==> config.mk <==
export PLATFORM = sky130hd
export DESIGN_NAME = alu_seq
export DESIGN_NICKNAME = d
export VERILOG_FILES = /design/src/rtl/alu_pkg.sv /design/src/rtl/alu_muldiv_iter.sv /design/src/rtl/alu_seq.sv
export SDC_FILE = /design/constraint.sdc
export NUM_CORES = 2
export LEC_CHECK = 0
export BUFFER_PORTS_ARGS = -buffer_cell sky130_fd_sc_hd__buf_4
export CAP_MARGIN = 20
export CORE_MARGIN = 5
export CORE_UTILIZATION = 31
export CTS_CLUSTER_SIZE = 30
export DETAILED_ROUTE_END_ITERATION = 7
export SLEW_MARGIN = 20
export SYNTH_ARGS = -nofsm -noshare
export SYNTH_HDL_FRONTEND = slang
export SYNTH_SLANG_ARGS = --single-unit
==> constraint.sdc <==
create_clock -name clk -period 12.35 [get_ports clk]
set_clock_uncertainty 0.15 [all_clocks]
set_input_delay 3.0875 -clock clk [delete_from_list [all_inputs] [get_ports clk]]
set_output_delay 3.0875 -clock clk [all_outputs]
set_load 0.05 [all_outputs]
==> src/rtl/alu_pkg.sv <==
// alu_pkg: shared opcodes, FSM states and helpers
// for the sequential EX-stage ALU.
package alu_pkg;

  localparam logic [3:0] OP_AND   = 4'b0000;
  localparam logic [3:0] OP_OR    = 4'b0001;
  localparam logic [3:0] OP_ADD   = 4'b0010;
  localparam logic [3:0] OP_SUB   = 4'b0110;
  localparam logic [3:0] OP_SLT   = 4'b0111;
  localparam logic [3:0] OP_NOR   = 4'b1100;
  localparam logic [3:0] OP_MULTU = 4'b1000;
  localparam logic [3:0] OP_DIVU  = 4'b1001;

  typedef enum logic {
    IDLE,
    RUN
  } state_e;

  // Two's complement overflow from operand/result sign bits.
  function automatic logic ovf_f(
    input logic sa,
    input logic sb,
    input logic sr,
    input logic sub
  );
    if (sub) return (sa != sb) && (sr != sa);
    return (sa == sb) && (sr != sa);
  endfunction

endpackage

==> src/rtl/alu_muldiv_iter.sv <==
// alu_muldiv_iter: one-bit-per-cycle unsigned
// multiply (shift-add) and divide (restoring).
module alu_muldiv_iter
  import alu_pkg::*;
#(
  parameter int WIDTH = 64
) (
  input  logic             clk,
  input  logic             reset,
  input  logic             load,
  input  logic             is_div,
  input  logic             step,
  input  logic [WIDTH-1:0] a,
  input  logic [WIDTH-1:0] b,
  output logic             cnt_zero,
  output logic [WIDTH-1:0] res_lo,
  output logic [WIDTH-1:0] res_hi
);

  localparam int CW = $clog2(WIDTH);

  logic [2*WIDTH-1:0] acc_q;
  logic [2*WIDTH-1:0] acc_d;
  logic [WIDTH-1:0]   opnd_q;
  logic [CW-1:0]      cnt_q;
  logic               div_q;

  logic [WIDTH:0]     sum;
  logic [WIDTH:0]     tmp;
  logic [WIDTH:0]     dif;
  logic               ge;
  logic [WIDTH-1:0]   rem;

  // Next accumulator: the step the final cycle also registers upstream.
  always_comb begin
    acc_d = acc_q;
    sum   = {1'b0, acc_q[2*WIDTH-1:WIDTH]}
          + (acc_q[0] ? {1'b0, opnd_q} : '0);
    tmp   = acc_q[2*WIDTH-1:WIDTH-1];
    dif   = tmp - {1'b0, opnd_q};
    ge    = ~dif[WIDTH];
    rem   = ge ? dif[WIDTH-1:0] : tmp[WIDTH-1:0];
    if (div_q)
      acc_d = {rem, acc_q[WIDTH-2:0], ge};
    else
      acc_d = {sum, acc_q[WIDTH-1:1]};
  end

  assign res_lo   = acc_d[WIDTH-1:0];
  assign res_hi   = acc_d[2*WIDTH-1:WIDTH];
  assign cnt_zero = (cnt_q == '0);

  // Operand capture on load, one iteration per step.
  always_ff @(posedge clk or posedge reset) begin
    if (reset) begin
      acc_q  <= '0;
      opnd_q <= '0;
      cnt_q  <= '0;
      div_q  <= 1'b0;
    end else if (load) begin
      acc_q  <= {{WIDTH{1'b0}}, a};
      opnd_q <= b;
      cnt_q  <= CW'(WIDTH - 1);
      div_q  <= is_div;
    end else if (step) begin
      acc_q  <= acc_d;
      cnt_q  <= cnt_q - CW'(1);
    end
  end

endmodule

==> src/rtl/alu_seq.sv <==
// alu_seq: EX-stage ALU with single-cycle logic/arith
// and iterative MULTU/DIVU behind start/busy/done.
module alu_seq
  import alu_pkg::*;
#(
  parameter int WIDTH = 64
) (
  input  logic             clk,
  input  logic             reset,
  input  logic             start,
  input  logic [3:0]       ALUOp,
  input  logic [WIDTH-1:0] a,
  input  logic [WIDTH-1:0] b,
  output logic             busy,
  output logic             done,
  output logic [WIDTH-1:0] lo,
  output logic [WIDTH-1:0] hi,
  output logic             zero,
  output logic             overflow,
  output logic             div_zero
);

  state_e           state_q;
  logic             busy_q;
  logic             done_q;
  logic [WIDTH-1:0] lo_q;
  logic [WIDTH-1:0] hi_q;
  logic             zero_q;
  logic             ovf_q;
  logic             dz_q;

  logic [WIDTH-1:0] sum;
  logic [WIDTH-1:0] dif;
  logic [WIDTH-1:0] sc_lo;
  logic             sc_ovf;
  logic             is_mul;
  logic             is_div;
  logic             b_zero;
  logic             load;
  logic             step;
  logic             cnt_zero;
  logic [WIDTH-1:0] it_lo;
  logic [WIDTH-1:0] it_hi;

  // Single-cycle result and iterative-unit control.
  always_comb begin
    sum    = a + b;
    dif    = a - b;
    sc_lo  = '0;
    sc_ovf = 1'b0;
    case (ALUOp)
      OP_AND: sc_lo = a & b;
      OP_OR:  sc_lo = a | b;
      OP_NOR: sc_lo = ~(a | b);
      OP_ADD: begin
        sc_lo  = sum;
        sc_ovf = ovf_f(a[WIDTH-1], b[WIDTH-1],
                       sum[WIDTH-1], 1'b0);
      end
      OP_SUB: begin
        sc_lo  = dif;
        sc_ovf = ovf_f(a[WIDTH-1], b[WIDTH-1],
                       dif[WIDTH-1], 1'b1);
      end
      OP_SLT: sc_lo = {{(WIDTH-1){1'b0}},
                       $signed(a) < $signed(b)};
      default: begin
        sc_lo  = '0;
        sc_ovf = 1'b0;
      end
    endcase
    is_mul = (ALUOp == OP_MULTU);
    is_div = (ALUOp == OP_DIVU);
    b_zero = (b == '0);
    load   = (state_q == IDLE) && start
           && (is_mul || (is_div && !b_zero));
    step   = (state_q == RUN);
  end

  alu_muldiv_iter #(
    .WIDTH(WIDTH)
  ) u_iter (
    .clk     (clk),
    .reset   (reset),
    .load    (load),
    .is_div  (is_div),
    .step    (step),
    .a       (a),
    .b       (b),
    .cnt_zero(cnt_zero),
    .res_lo  (it_lo),
    .res_hi  (it_hi)
  );

  // Control FSM; results and flags change only with done.
  always_ff @(posedge clk or posedge reset) begin
    if (reset) begin
      state_q <= IDLE;
      busy_q  <= 1'b0;
      done_q  <= 1'b0;
      lo_q    <= '0;
      hi_q    <= '0;
      zero_q  <= 1'b1;
      ovf_q   <= 1'b0;
      dz_q    <= 1'b0;
    end else begin
      done_q <= 1'b0;
      unique case (state_q)
        IDLE: begin
          if (load) begin
            state_q <= RUN;
            busy_q  <= 1'b1;
          end else if (start) begin
            done_q <= 1'b1;
            if (is_div) begin
              lo_q   <= '1;
              hi_q   <= a;
              zero_q <= 1'b0;
              ovf_q  <= 1'b0;
              dz_q   <= 1'b1;
            end else begin
              lo_q   <= sc_lo;
              hi_q   <= '0;
              zero_q <= (sc_lo == '0);
              ovf_q  <= sc_ovf;
              dz_q   <= 1'b0;
            end
          end
        end
        RUN: begin
          if (cnt_zero) begin
            state_q <= IDLE;
            busy_q  <= 1'b0;
            done_q  <= 1'b1;
            lo_q    <= it_lo;
            hi_q    <= it_hi;
            zero_q  <= (it_lo == '0);
            ovf_q   <= 1'b0;
            dz_q    <= 1'b0;
          end
        end
        default: state_q <= IDLE;
      endcase
    end
  end

  assign busy     = busy_q;
  assign done     = done_q;
  assign lo       = lo_q;
  assign hi       = hi_q;
  assign zero     = zero_q;
  assign overflow = ovf_q;
  assign div_zero = dz_q;

endmodule

==> impl_metrics.tcl <==
set metrics [dict create \
    status "completed" \
    synth_edf_count 0 \
    worst_setup_path_end_kind "flop" \
    grt_pass1_wl_um 262000 \
    leakage_nw 17.1 \
    cts.sinks 333 \
    root_buffer "clkbuf_16" \
    synth.distinct_cells 105 \
    ys_seq_elements 333 \
    slew_headroom_pct 23.5 \
    rows 123 \
    cts_tree "built" \
    final_hold_viol_count 0 \
    postCtsSetupBuffers 0 \
    clk_latency_ps 640 \
    syn_nets 5119 \
    clock.fmax_mhz 122 \
    fin_crit_ps 8220 \
    rsz0062_at_grt "false" \
    cts_max_level 2 \
    utilization_pct 35.5 \
    synthArstFlopShare_pct 100 \
    dieArea_sq_mm 0.120 \
    synth_flop_cell "dfrtp_1" \
    post_cts_resized 0 \
    worst-setup-path-type "in -> reg" \
    setup_violations 0 \
    grt_start_max_net_pins 139 \
    hpwlAfterDp_um 142000 \
    syn_area_per_cell_sq_um 7.55 \
    fin_tns_setup_ps 0 \
    core_sq_mm 0.112 \
    via_count 39100 \
    die_w_um 347 \
    cap_viol_max_count 0 \
    seq_area_frac_synth_pct 23.7 \
    grt-ovfl-total 0 \
    syn_area_sq_mm 0.0352 \
    final-max-slew-violation-count 0 \
    synth.area.top_cells "dfrtp_1, ha_1, a21oi_1" \
    synth_cells 4656 \
    min_period_over_period_pct 66.5 \
    powerDensity_mw_per_mm2 172 \
    cts_buffers 43 \
    cts_buffer_depth 3 \
    syn2layout_area_growth_pct 13.7 \
    fp.dieH_um 347 \
    drc 0 \
    hold_buffers 0 \
    cp_max_fo 14 \
    io_pins 268 \
    port_buffers 267 \
    tightest_slew_ps 1140 \
    nets 5197 \
    drtAntennaViolNets 0 \
    start_util_pct 31.2 \
    ir_drop_uv 169 \
    ys_warn_count 0 \
    hp-class "reg -> reg" \
    path_clk_slew_ps 60 \
    post_route_cells_drive_above_1_share_pct 10.4 \
    yosysTopAreaCell "dfrtp_1" \
    grt_antenna_before_repair 10 \
    cp.arrival_ps 8640 \
    first_pass_iters 6 \
    grt_pass1_vias 36300 \
    avgRoutedWirePerCell_um 29.3 \
    dp_slack_ps 3600 \
    routed_wl_um 184000 \
    fin_ws_ps 4130 \
    initialDrtViolationCount 5065 \
    cp-start-kind "input port" \
    synth_top_area_share_pct 23.6 \
    grtUsageTotal_pct 28.9 \
    via_per_inst 6.24 \
    critical_path_required_ps 12770 \
    place_congestion 1.02 \
]
[cell usage in the layout, fill, tap and decap left out, types with 36 or more instances in the layout]
cell / instances
a21o_1: 122
o31ai_1: 45
nand2_1: 507
nand4_1: 80
inv_1: 302
a22oi_1: 59
nand3_1: 99
buf_4: 314
xor2_1: 42
clkbuf_16: 43
nor2_1: 378
dfrtp_1: 329
a221oi_1: 67
mux2i_1: 82
a21oi_1: 391
ha_1: 324
nor3_1: 84
o211ai_1: 46
o22ai_1: 36
o21ai_0: 389
nor4_1: 66
a211oi_1: 41
a221o_1: 36
o221ai_1: 82
a31oi_1: 53
o21bai_1: 45
and2_1: 92
xnor2_1: 84
[cell type report]
cell class                      instances  area [sq um]
Sequential cell                       333          8340
Fill cell                           11900         72500
Multi-Input combinational cell       3733         24600
Clock buffer                           46          1110
Clock inverter                         31           415
Tap cell                             1500          1880
Timing Repair Buffer                  317          2400
Inverter                              306          1160
Antenna cell                            8          20.0
[flip-flops by register name, indices dropped and copies added, names as in the netlist]
| signal | count |
|---|---|
| done | 1 |
| u_iter.acc_q | 128 |
| u_iter.cnt_q | 6 |
| hi | 64 |
| u_iter.opnd_q | 64 |
| div_zero | 1 |
| lo | 64 |
| state_q | 1 |
| u_iter.div_q | 1 |
| overflow | 1 |
| zero | 1 |
| busy | 1 |
[metal layers]
layer  track usage, %  vias to the layer above  routed length [um]
li1                 -                    17300                   -
met1             41.3                    19200               79300
met2             42.9                     2255               77200
met3             6.28                      334               19800
met4             10.0                        6                7660
met5                0                        -                  41
[path summary, 6_finish.rpt]
path,startpoint,end,depth (start not counted),slack (ps)
max,a[40],zero,16,4130
min,lo[44],lo[44],2,320
max reg2reg,u_iter.acc_q[63],hi[26],17,5470
min reg2reg,lo[44],lo[44],2,320
max in group asynchronous,reset,state_q,4,7470
min in group asynchronous,reset,u_iter.acc_q[71],2,2390
[critical path, stage by stage]
cell,delay (ps)
buf_4,140
inv_1,70
ha_1,530
nor4_1,750
nand2_1,290
or3_1,420
a211oi_1,770
o21ai_0,350
a41oi_1,300
mux2i_1,220
o311a_1,170
nand2_1,130
or4_1,610
or3_1,380
nor4_1,270
a211o_1,140
[stage by stage]
step	power [mW]	cells	area [sq um]	hold WS (ps)
CTS	6.79	6265	39900	327
finish	6.87	6274	40000	321
global route	7.27	6269	40000	347
detailed placement	5.36	6188	38400	314
floorplan	4.11	4656	35200	320
global placement	5.36	6188	38400	305
[cell families (layout without fill, tap and decap cells)]
logic type | after synthesis | in the layout | share of synthesized area, %
adders and majority gates | 328 | 328 | 11.8
and+or+nand+nor | 1510 | 1510 | 20.3
AOI/OAI and AO/OA | 1682 | 1682 | 32.1
DFF | 333 | 333 | 23.7
xor gates and xnor gates | 126 | 126 | 3.14
buffers and inverters | 590 | 700 | 6.44
other | 0 | 8 | 0
muxes | 87 | 87 | 2.50
[synthesized netlist by cell type (42+ instances only)]
library cell / number
xnor2_1: 84
a31oi_1: 53
ha_1: 324
nand3_1: 101
nand4_1: 80
o211ai_1: 46
a22oi_1: 59
dfrtp_1: 332
xor2_1: 42
o21bai_1: 45
nor3_1: 85
o31ai_1: 45
clkbuf_1: 227
nor2_1: 383
mux2i_1: 82
o21ai_0: 390
nor4_1: 67
a221oi_1: 67
a21oi_1: 391
o221ai_1: 82
nand2_1: 508
a21o_1: 122
and2_1: 93
inv_1: 303
[where the power goes]
group	total (mW)	internal [mW]	switching [mW]	leakage [nW]
clock	1.40	0.790	0.606	0.713
sequential	1.58	1.31	0.266	3.63
combinational	3.90	1.36	2.54	12.7
Note: power is estimated with default switching activity, not from simulation.
